===== config.mk =====
export PLATFORM = sky130hd
export DESIGN_NAME = pwm_multi_gen
export DESIGN_NICKNAME = d
export VERILOG_FILES = /design/src/rtl/pwm_pkg.sv /design/src/rtl/pwm_prescaler.sv /design/src/rtl/pwm_multi_gen.sv
export SDC_FILE = /design/constraint.sdc
export NUM_CORES = 1
export LEC_CHECK = 0
export CORE_MARGIN = 2
export CORE_UTILIZATION = 47
export CTS_CLUSTER_DIAMETER = 150
export DETAILED_ROUTE_END_ITERATION = 6
export PLACE_DENSITY = 0.65
export SYNTH_ARGS = -nofsm -noshare
export SYNTH_HDL_FRONTEND = slang
export SYNTH_SLANG_ARGS = --single-unit
export TNS_END_PERCENT = 10

===== constraint.sdc =====
create_clock -name clk -period 6.64 [get_ports clk]
set_input_delay 0.996 -clock clk [delete_from_list [all_inputs] [get_ports clk]]
set_output_delay 0.996 -clock clk [all_outputs]
set_load 0.1 [all_outputs]

===== src/rtl/pwm_pkg.sv =====
// Shared types and helpers for the PWM generator family.
// Used by pwm_prescaler and pwm_multi_gen.
package pwm_pkg;

    localparam int CNT_W_DEF   = 16;
    localparam int PRESC_W_DEF = 16;

    typedef enum logic {
        DIR_UP   = 1'b0,
        DIR_DOWN = 1'b1
    } dir_e;

    // LSB position of channel ch in a flat duty bus of w-bit fields
    function automatic int duty_lsb(input int ch, input int w);
        return ch * w;
    endfunction

endpackage


===== src/rtl/pwm_prescaler.sv =====
// Programmable clock-enable divider: pulses tick once every (terminal+1) clk while enabled.
// Clearing enable returns the divider to 0 on the next clk.
module pwm_prescaler
    import pwm_pkg::*;
#(
    parameter int PRESC_W = PRESC_W_DEF
) (
    input  logic               clk,
    input  logic               rst_n,
    input  logic               enable,
    input  logic [PRESC_W-1:0] terminal,
    output logic               tick
);

    logic [PRESC_W-1:0] cnt;

    assign tick = enable && (cnt == terminal);

    // NOTE: non-blocking assignment so every flop samples pre-edge values.
    always_ff @(posedge clk or negedge rst_n) begin
        if (!rst_n) begin
            cnt <= '0;
        end else if (!enable || tick) begin
            cnt <= '0;
        end else begin
            cnt <= cnt + 1'b1;
        end
    end

endmodule


===== src/rtl/pwm_multi_gen.sv =====
// Multi-channel PWM generator with shared prescaler/period counter and shadowed settings.
// Optional centre-aligned (up/down) counting when PWM_CENTER_ALIGNED_EN is defined.
module pwm_multi_gen
    import pwm_pkg::*;
#(
    parameter int NUM_CH  = 5,
    parameter int CNT_W   = CNT_W_DEF,
    parameter int PRESC_W = PRESC_W_DEF
) (
    input  logic                    clk,
    input  logic                    reset,
    input  logic                    enable,
    input  logic [PRESC_W-1:0]      prescale,
    input  logic [CNT_W-1:0]        period,
    input  logic [NUM_CH*CNT_W-1:0] duty,
    input  logic                    load,
    output logic [NUM_CH-1:0]       pwm_out,
    output logic                    period_tick,
    output logic [CNT_W-1:0]        count,
    output logic                    load_pending
);

    logic [PRESC_W-1:0]      act_prescale, pend_prescale;
    logic [CNT_W-1:0]        act_period,   pend_period;
    logic [NUM_CH*CNT_W-1:0] act_duty,     pend_duty;

    logic              tick;
    logic              wrap;
    logic              apply;
    logic [NUM_CH-1:0] duty_hit;

    pwm_prescaler #(
        .PRESC_W (PRESC_W)
    ) u_prescaler (
        .clk      (clk),
        .rst_n    (reset),
        .enable   (enable),
        .terminal (act_prescale),
        .tick     (tick)
    );

`ifdef PWM_CENTER_ALIGNED_EN
    dir_e dir;

    // Period boundary is the bottom of the down-slope; a zero period wraps on every tick.
    assign wrap = tick && ((act_period == '0) || (dir == DIR_DOWN && count == '0));

    always_ff @(posedge clk or negedge reset) begin
        if (!reset) begin
            count <= '0;
            dir   <= DIR_UP;
        end else if (!enable) begin
            count <= '0;
            dir   <= DIR_UP;
        end else if (tick) begin
            if (act_period == '0) begin
                count <= '0;
                dir   <= DIR_UP;
            end else if (dir == DIR_DOWN) begin
                if (count == '0) begin
                    count <= {{(CNT_W-1){1'b0}}, 1'b1};
                    dir   <= DIR_UP;
                end else begin
                    count <= count - 1'b1;
                end
            end else if (count >= act_period) begin
                count <= count - 1'b1;
                dir   <= DIR_DOWN;
            end else begin
                count <= count + 1'b1;
            end
        end
    end
`else
    assign wrap = tick && (count == act_period);

    always_ff @(posedge clk or negedge reset) begin
        if (!reset) begin
            count <= '0;
        end else if (!enable) begin
            count <= '0;
        end else if (tick) begin
            count <= wrap ? '0 : count + 1'b1;
        end
    end
`endif

    // Shadow transfer only at a period boundary, or at once while stopped.
    assign apply = load_pending && (wrap || !enable);

    always_ff @(posedge clk or negedge reset) begin
        if (!reset) begin
            act_prescale  <= '0;
            act_period    <= '0;
            act_duty      <= '0;
            pend_prescale <= '0;
            pend_period   <= '0;
            pend_duty     <= '0;
            load_pending  <= 1'b0;
        end else begin
            if (apply) begin
                act_prescale <= pend_prescale;
                act_period   <= pend_period;
                act_duty     <= pend_duty;
            end
            // A load coinciding with a boundary stays pending for the next one.
            if (load) begin
                pend_prescale <= prescale;
                pend_period   <= period;
                pend_duty     <= duty;
                load_pending  <= 1'b1;
            end else if (apply) begin
                load_pending  <= 1'b0;
            end
        end
    end

    for (genvar i = 0; i < NUM_CH; i++) begin : g_ch
        assign duty_hit[i] = (count < act_duty[duty_lsb(i, CNT_W) +: CNT_W]);
    end

    always_ff @(posedge clk or negedge reset) begin
        if (!reset) begin
            pwm_out     <= '0;
            period_tick <= 1'b0;
        end else begin
            pwm_out     <= enable ? duty_hit : '0;
            period_tick <= wrap;
        end
    end

endmodule

# == Word-level counts from Yosys, hierarchy flattened ==
# Index checks and enable logic that the tools add are counted.
# word_totals
out_inout_bits,23
regBits,263
inputBits,116
# op_classes
muxes,7
magnitude_cmp,5
n_eq_ne,3
n_addsub,2
reduce_logical,7
# op_table
op,n
$lt A16 B16 Y1,5
$mux W16,4
$add A16 B1 Y16 const B,2
$eq A16 B16 Y1,2
$mux W5,1
$logic_and A1 B1 Y1,3
$logic_or A1 B1 Y1,2
$mux W1,2
$ne A2 B1 Y1 const B,1
$reduce_bool A2 Y1,1
$logic_not A1 Y1,1

# == Longest topological paths before layout ==
# logic_depth
ltp_word,7
mapped_depth,9

# == By module ==
# Synthesis repeated with hierarchy kept, for this count alone.
# unflattened
cells_unflattened,1493
area_unflattened_um2,15327.2
# by_module_without_submodules
mod,area_per_inst_um2,instances,cells_each
pwm_multi_gen,14332.5,1,1392
pwm_prescaler,994.7,1,101

# == Worst setup path before layout ==
# OpenSTA, ideal clock, no wires.
# synth_timing
path_kind,reg-to-reg
from,register count[8]
to,register count[13]
slack_ns,3.762
stages_incl_launch_ff,10
arrival_ns,2.740
period_less_slack_ns,2.878
t_required_ns,6.502
setup_ns,0.138
n_path_buf,4
path_cell_list,dfrtp_1 buf_2 xor2_1 nand4bb_1 or4_4 buf_6 buf_6 buf_6 o2111ai_1 o211ai_1
# synth_via
elab_chain_len,5
# synth_lines
item,line,text
"start, declared",pwm_multi_gen.sv:19,"output logic [CNT_W-1:0] count,"
"start signal, assigned",pwm_multi_gen.sv:83,count <= wrap ? '0 : count + 1'b1;
"parallel branches: the longest is 2 deep, another holds $add A16 B1 Y16",--,
$mux W16 *,pwm_multi_gen.sv:83,
$mux W16 *,pwm_multi_gen.sv:82,end else if (tick) begin
$mux W16 *,pwm_multi_gen.sv:80,end else if (!enable) begin
# Every way passes the cells marked *. The select of a mux whose other input is x is not followed.
# A chain may end at the register's enable or synchronous reset.

# == Worst setup path after layout ==
# layout_timing
from,register count[3]
to,register count[10]
# Same word-level chain as after synthesis.

==> metrics.sh <==
CRITICAL_PATH.STARTPOINT_TYPE='register'
DP_HPWL_MICRONS=25000
GROUTE.LAYER.MET1.USAGE_PCT=34.5
DRT_FIRST_ITER_VIOLATIONS=1621
OVERFLOW=0
WORSTSETUPENDPOINT='count[10]$_DFFE_PN0N_'
OUTCOME='complete, but fails checks'
WORST_SETUP_SLACK_BEFORE_CLOCK_TREE_SYNTHESIS_NS=2.66
CTS_ROOT_BUFFER='sky130_fd_sc_hd__clkbuf_16'
SYNTH_AREA_SQ_MM=0.0155
CRITPATHLAUNCH='count[3]$_DFFE_PN0N_'
FINAL_ANTENNA_NET_COUNT=0
POST_ROUTE_CELLS_DRIVE_ABOVE_1_SHARE_PCT=12.0
REMAINING_DRC_ERRORS=5
DIE_HEIGHT_MICRONS=186
CTS.REPORTEDPATHS.CLKPINSLEW_NS=0.06
CRITICAL_PATH.ENDPOINT_TYPE='register'
DETAIL_ROUTE.WIRELENGTH_MICRONS=44200
CP_MAX_FO=72
FLOORPLAN.DIE.WIDTH_MICRONS=186
CLK_PATH_BUF_DEPTH=3
TIMING.SETUP.TNS_NS=0
TIMING.FMAX_MHz=261
CELLLEAKAGEPOWER_uW=0.00750
MET3_GRT_UTIL_PCT=3.87
SETUP_VIOLATIONS=0
GRT_START_MAX_NET_PINS=145
YS_SEQ_ELEMENTS=263
POST-CTS-SETUP-BUFFERS=0
CTSRESIZECOUNT=0
ROW_COUNT=66
EDFF_COUNT_SYNTH=0
SLEW_HEADROOM_PCT=29.1
CRITICAL_PATH.REG2REG.ENDPOINT='count[10]$_DFFE_PN0N_'
COREAREA_SQ_MM=0.0325
SYNTH_LARGEST_TYPE_AREA_FRACTION_PCT=42.3
FINAL_CELL_MIX='sky130_fd_sc_hd__dfrtp_1, sky130_fd_sc_hd__nand3_1, sky130_fd_sc_hd__clkdlybuf4s50_1'
FINAL_MIN_PERIOD_OVER_CLOCK_PERIOD_PCT=57.8
ANTENNA_FOUND_INITIAL=0
ANTENNA_CELLS=0
PLACE.GP.CONGESTION=0.781
NUM-NETS-FINAL=1783
TRITONCTS_CLOCK_TREE='built'
WORST-ENDPOINT-REQUIRED_NS=7.03
SYNTHESIZED_INSTANCE_COUNT=1544
SYNTH_CELL_TYPE_COUNT=49
LAYOUT.CELLS.MOST_COMMON='sky130_fd_sc_hd__dfrtp_1'
NUMPORTBUFFERS=138
DRT-PASS1-ITER-COUNT=7
CLOCK_SINKS=263
CTSHOLDBUFFERS=0
FINISH.INSTANCE_AREA_SQ_MM=0.0181
CELL_ACCOUNTING_FOR_THE_MOST_SYNTHESIZED_AREA='sky130_fd_sc_hd__dfrtp_1'
WORST_HOLD_PATH_TYPE='in2async'
PLACEDINSTANCEAREA_SQ_MM=0.0170
FIN_SKEW_NS=0.0155
GR-USAGE-MET2_PCT=43.6
RR_STARTPOINT='count[3]$_DFFE_PN0N_'
CTS_MADE_BUFFERS=31
GRTUSAGETOTAL_PCT=25.9
GRT_FIRST_PASS_WIRELENGTH_MICRONS=71600
LAYOUT_SETUP_WS_NS=2.80
SEQ_AREA_FRAC_SYNTH_PCT=42.3
SYNTH_TOP_FLOP_CELL='sky130_fd_sc_hd__dfrtp_1'
VIASPERCELL=6.44
SETUP.REG_TO_REG.WORST_SLACK_NS=2.80
BOUNDARYPINS=139
SYNTHESIS.YOSYS.WARNINGS=0
SYN_AVG_CELL_AREA_SQ_UM=10.1
GRT_BUSIEST_LAYER='met2'
ROUTED-VIA-COUNT=13200
FINAL_MAX_SLEW_VIOL_COUNT=0
DIEAREA_SQ_MM=0.0345
VDD_IR_DROP_MAX_uV=206
FINAL_PERIOD_MINUS_WORST_SETUP_SLACK_NS=3.84
SYNTH_AREA_LEADERS='sky130_fd_sc_hd__dfrtp_1, sky130_fd_sc_hd__mux2_2, sky130_fd_sc_hd__a222oi_1, sky130_fd_sc_hd__ha_1, sky130_fd_sc_hd__o211ai_1'
CRITICAL_PATH_ARRIVAL_NS=4.23
FAILING_CHECKS='design-rule violations'
RSZ_0062_RAISED_AFTER_GLOBAL_ROUTING='false'
ASYNC_FLOP_SHARE_PCT=100
FINAL_HOLD_VIOL_COUNT=0
WORST-SLEW-PIN-TRANSITION_NS=1.06
MAX-CAP-VIOLATIONS=0
AREA_GROWTH_PCT=16.2
FIRST_GLOBAL_VIAS=13300
WORSTREGTOREGCELLS=6
WORSTSETUPPATHTYPE='reg2reg'
FLOORPLAN.INITIALDENSITY_PCT=47.8
POWER_PER_CELL_AREA_mW_PER_MM2=248
CTS-HTREE-LEVELS=1
NFILLCELLS=2857
CLOCK_INSERTION_DELAY_WORST_SKEW_NS=0.58
POSTSYNTHNETCOUNT=1737
WL_PER_CELL_MICRONS=21.5
synthesized netlist by cell type, drive strengths merged (2+ instances only):
cell / number
a211o: 2
a211oi: 5
a21boi: 2
a21o: 25
a21oi: 16
a221oi: 5
a222oi: 112
and2: 120
and3: 7
and4: 3
buf: 26
clkbuf: 117
dfrtp: 263
ha: 77
inv: 76
mux2: 112
nand2: 31
nand2b: 5
nand3: 138
nand3b: 5
nand4: 22
nand4b: 8
nor2: 36
nor2b: 2
nor3: 2
nor4: 6
nor4b: 2
o2111ai: 8
o211ai: 119
o21ai: 123
o221ai: 5
o311ai: 3
o31ai: 5
or4: 2
or4b: 3
xnor2: 14
xor2: 32
logic make-up after synthesis:
family	Yosys count	synth area share, %
adder cells (fa/ha/maj)	77	6.20
flip-flops	263	42.3
multiplexers	112	8.12
AND/OR/NAND/NOR	396	14.2
buffers and inverters	219	5.97
XOR/XNOR	46	2.59
AO/OA/AOI/OAI	431	20.6
cell type report:
class	instances	area (sq um)	share of cell area, %
clock buffers	45	918	5.08
clock inverters	10	129	0.713
inverters	76	287	1.59
multi-input cells	1062	8060	44.6
flip-flops and latches	263	6590	36.5
well taps	442	553	3.06
repair buffers	156	1530	8.46
through the flow:
stage	utilization, %	power [uW]	instances	hold WS, ns
2_1_floorplan	-	2450	1544	0.465
3_3_place_gp	52.3	2710	1999	0.485
3_5_place_dp	52.3	2750	1999	0.494
4_1_cts	55.5	4510	2054	0.502
5_1_grt	55.5	4700	2054	0.535
6_report	55.5	4480	2054	0.463
power breakdown:
group,switching (uW),internal (uW)
Combinational,404,367
Clock,692,1070
Sequential,182,1770
Total,1280,3210
worst min-delay path by stage:
stage	start	cells past startpoint	to
after global routing	u_prescaler.cnt[0]$_DFF_PN0_	1	u_prescaler.cnt[0]$_DFF_PN0_
after global placement	u_prescaler.cnt[0]$_DFF_PN0_	1	u_prescaler.cnt[0]$_DFF_PN0_
after floorplan	u_prescaler.cnt[0]$_DFF_PN0_	1	u_prescaler.cnt[0]$_DFF_PN0_
after CTS	u_prescaler.cnt[0]$_DFF_PN0_	1	u_prescaler.cnt[0]$_DFF_PN0_
after detailed placement	u_prescaler.cnt[0]$_DFF_PN0_	1	u_prescaler.cnt[0]$_DFF_PN0_
final	reset	1	pend_period[15]$_DFFE_PN0P_
sequential cells by signal, summed over array words and instances, names as in the netlist:
register         cells
pend_period         16
act_duty            80
period_tick          1
pwm_out              5
pend_prescale       16
load_pending         1
pend_duty           80
count               16
u_prescaler.cnt     16
act_prescale        16
act_period          16
worst max-delay path, stage by stage, from the launching register on:
cell	delay [ns]
sky130_fd_sc_hd__dfrtp_1	0.80
sky130_fd_sc_hd__xnor2_1	0.21
sky130_fd_sc_hd__nor4bb_1	0.58
sky130_fd_sc_hd__nand3_4	0.71
sky130_fd_sc_hd__buf_4	0.62
sky130_fd_sc_hd__nor2_2	0.51
sky130_fd_sc_hd__o311ai_0	0.20
per-layer routing:
layer | up-vias | share of wire [%]
li1 | 5979 | -
met1 | 6558 | 42
met2 | 603 | 48
met3 | 86 | 7.4
met4 | 0 | 2.7
met5 | - | 0
Power figures use the tool's default switching activity.
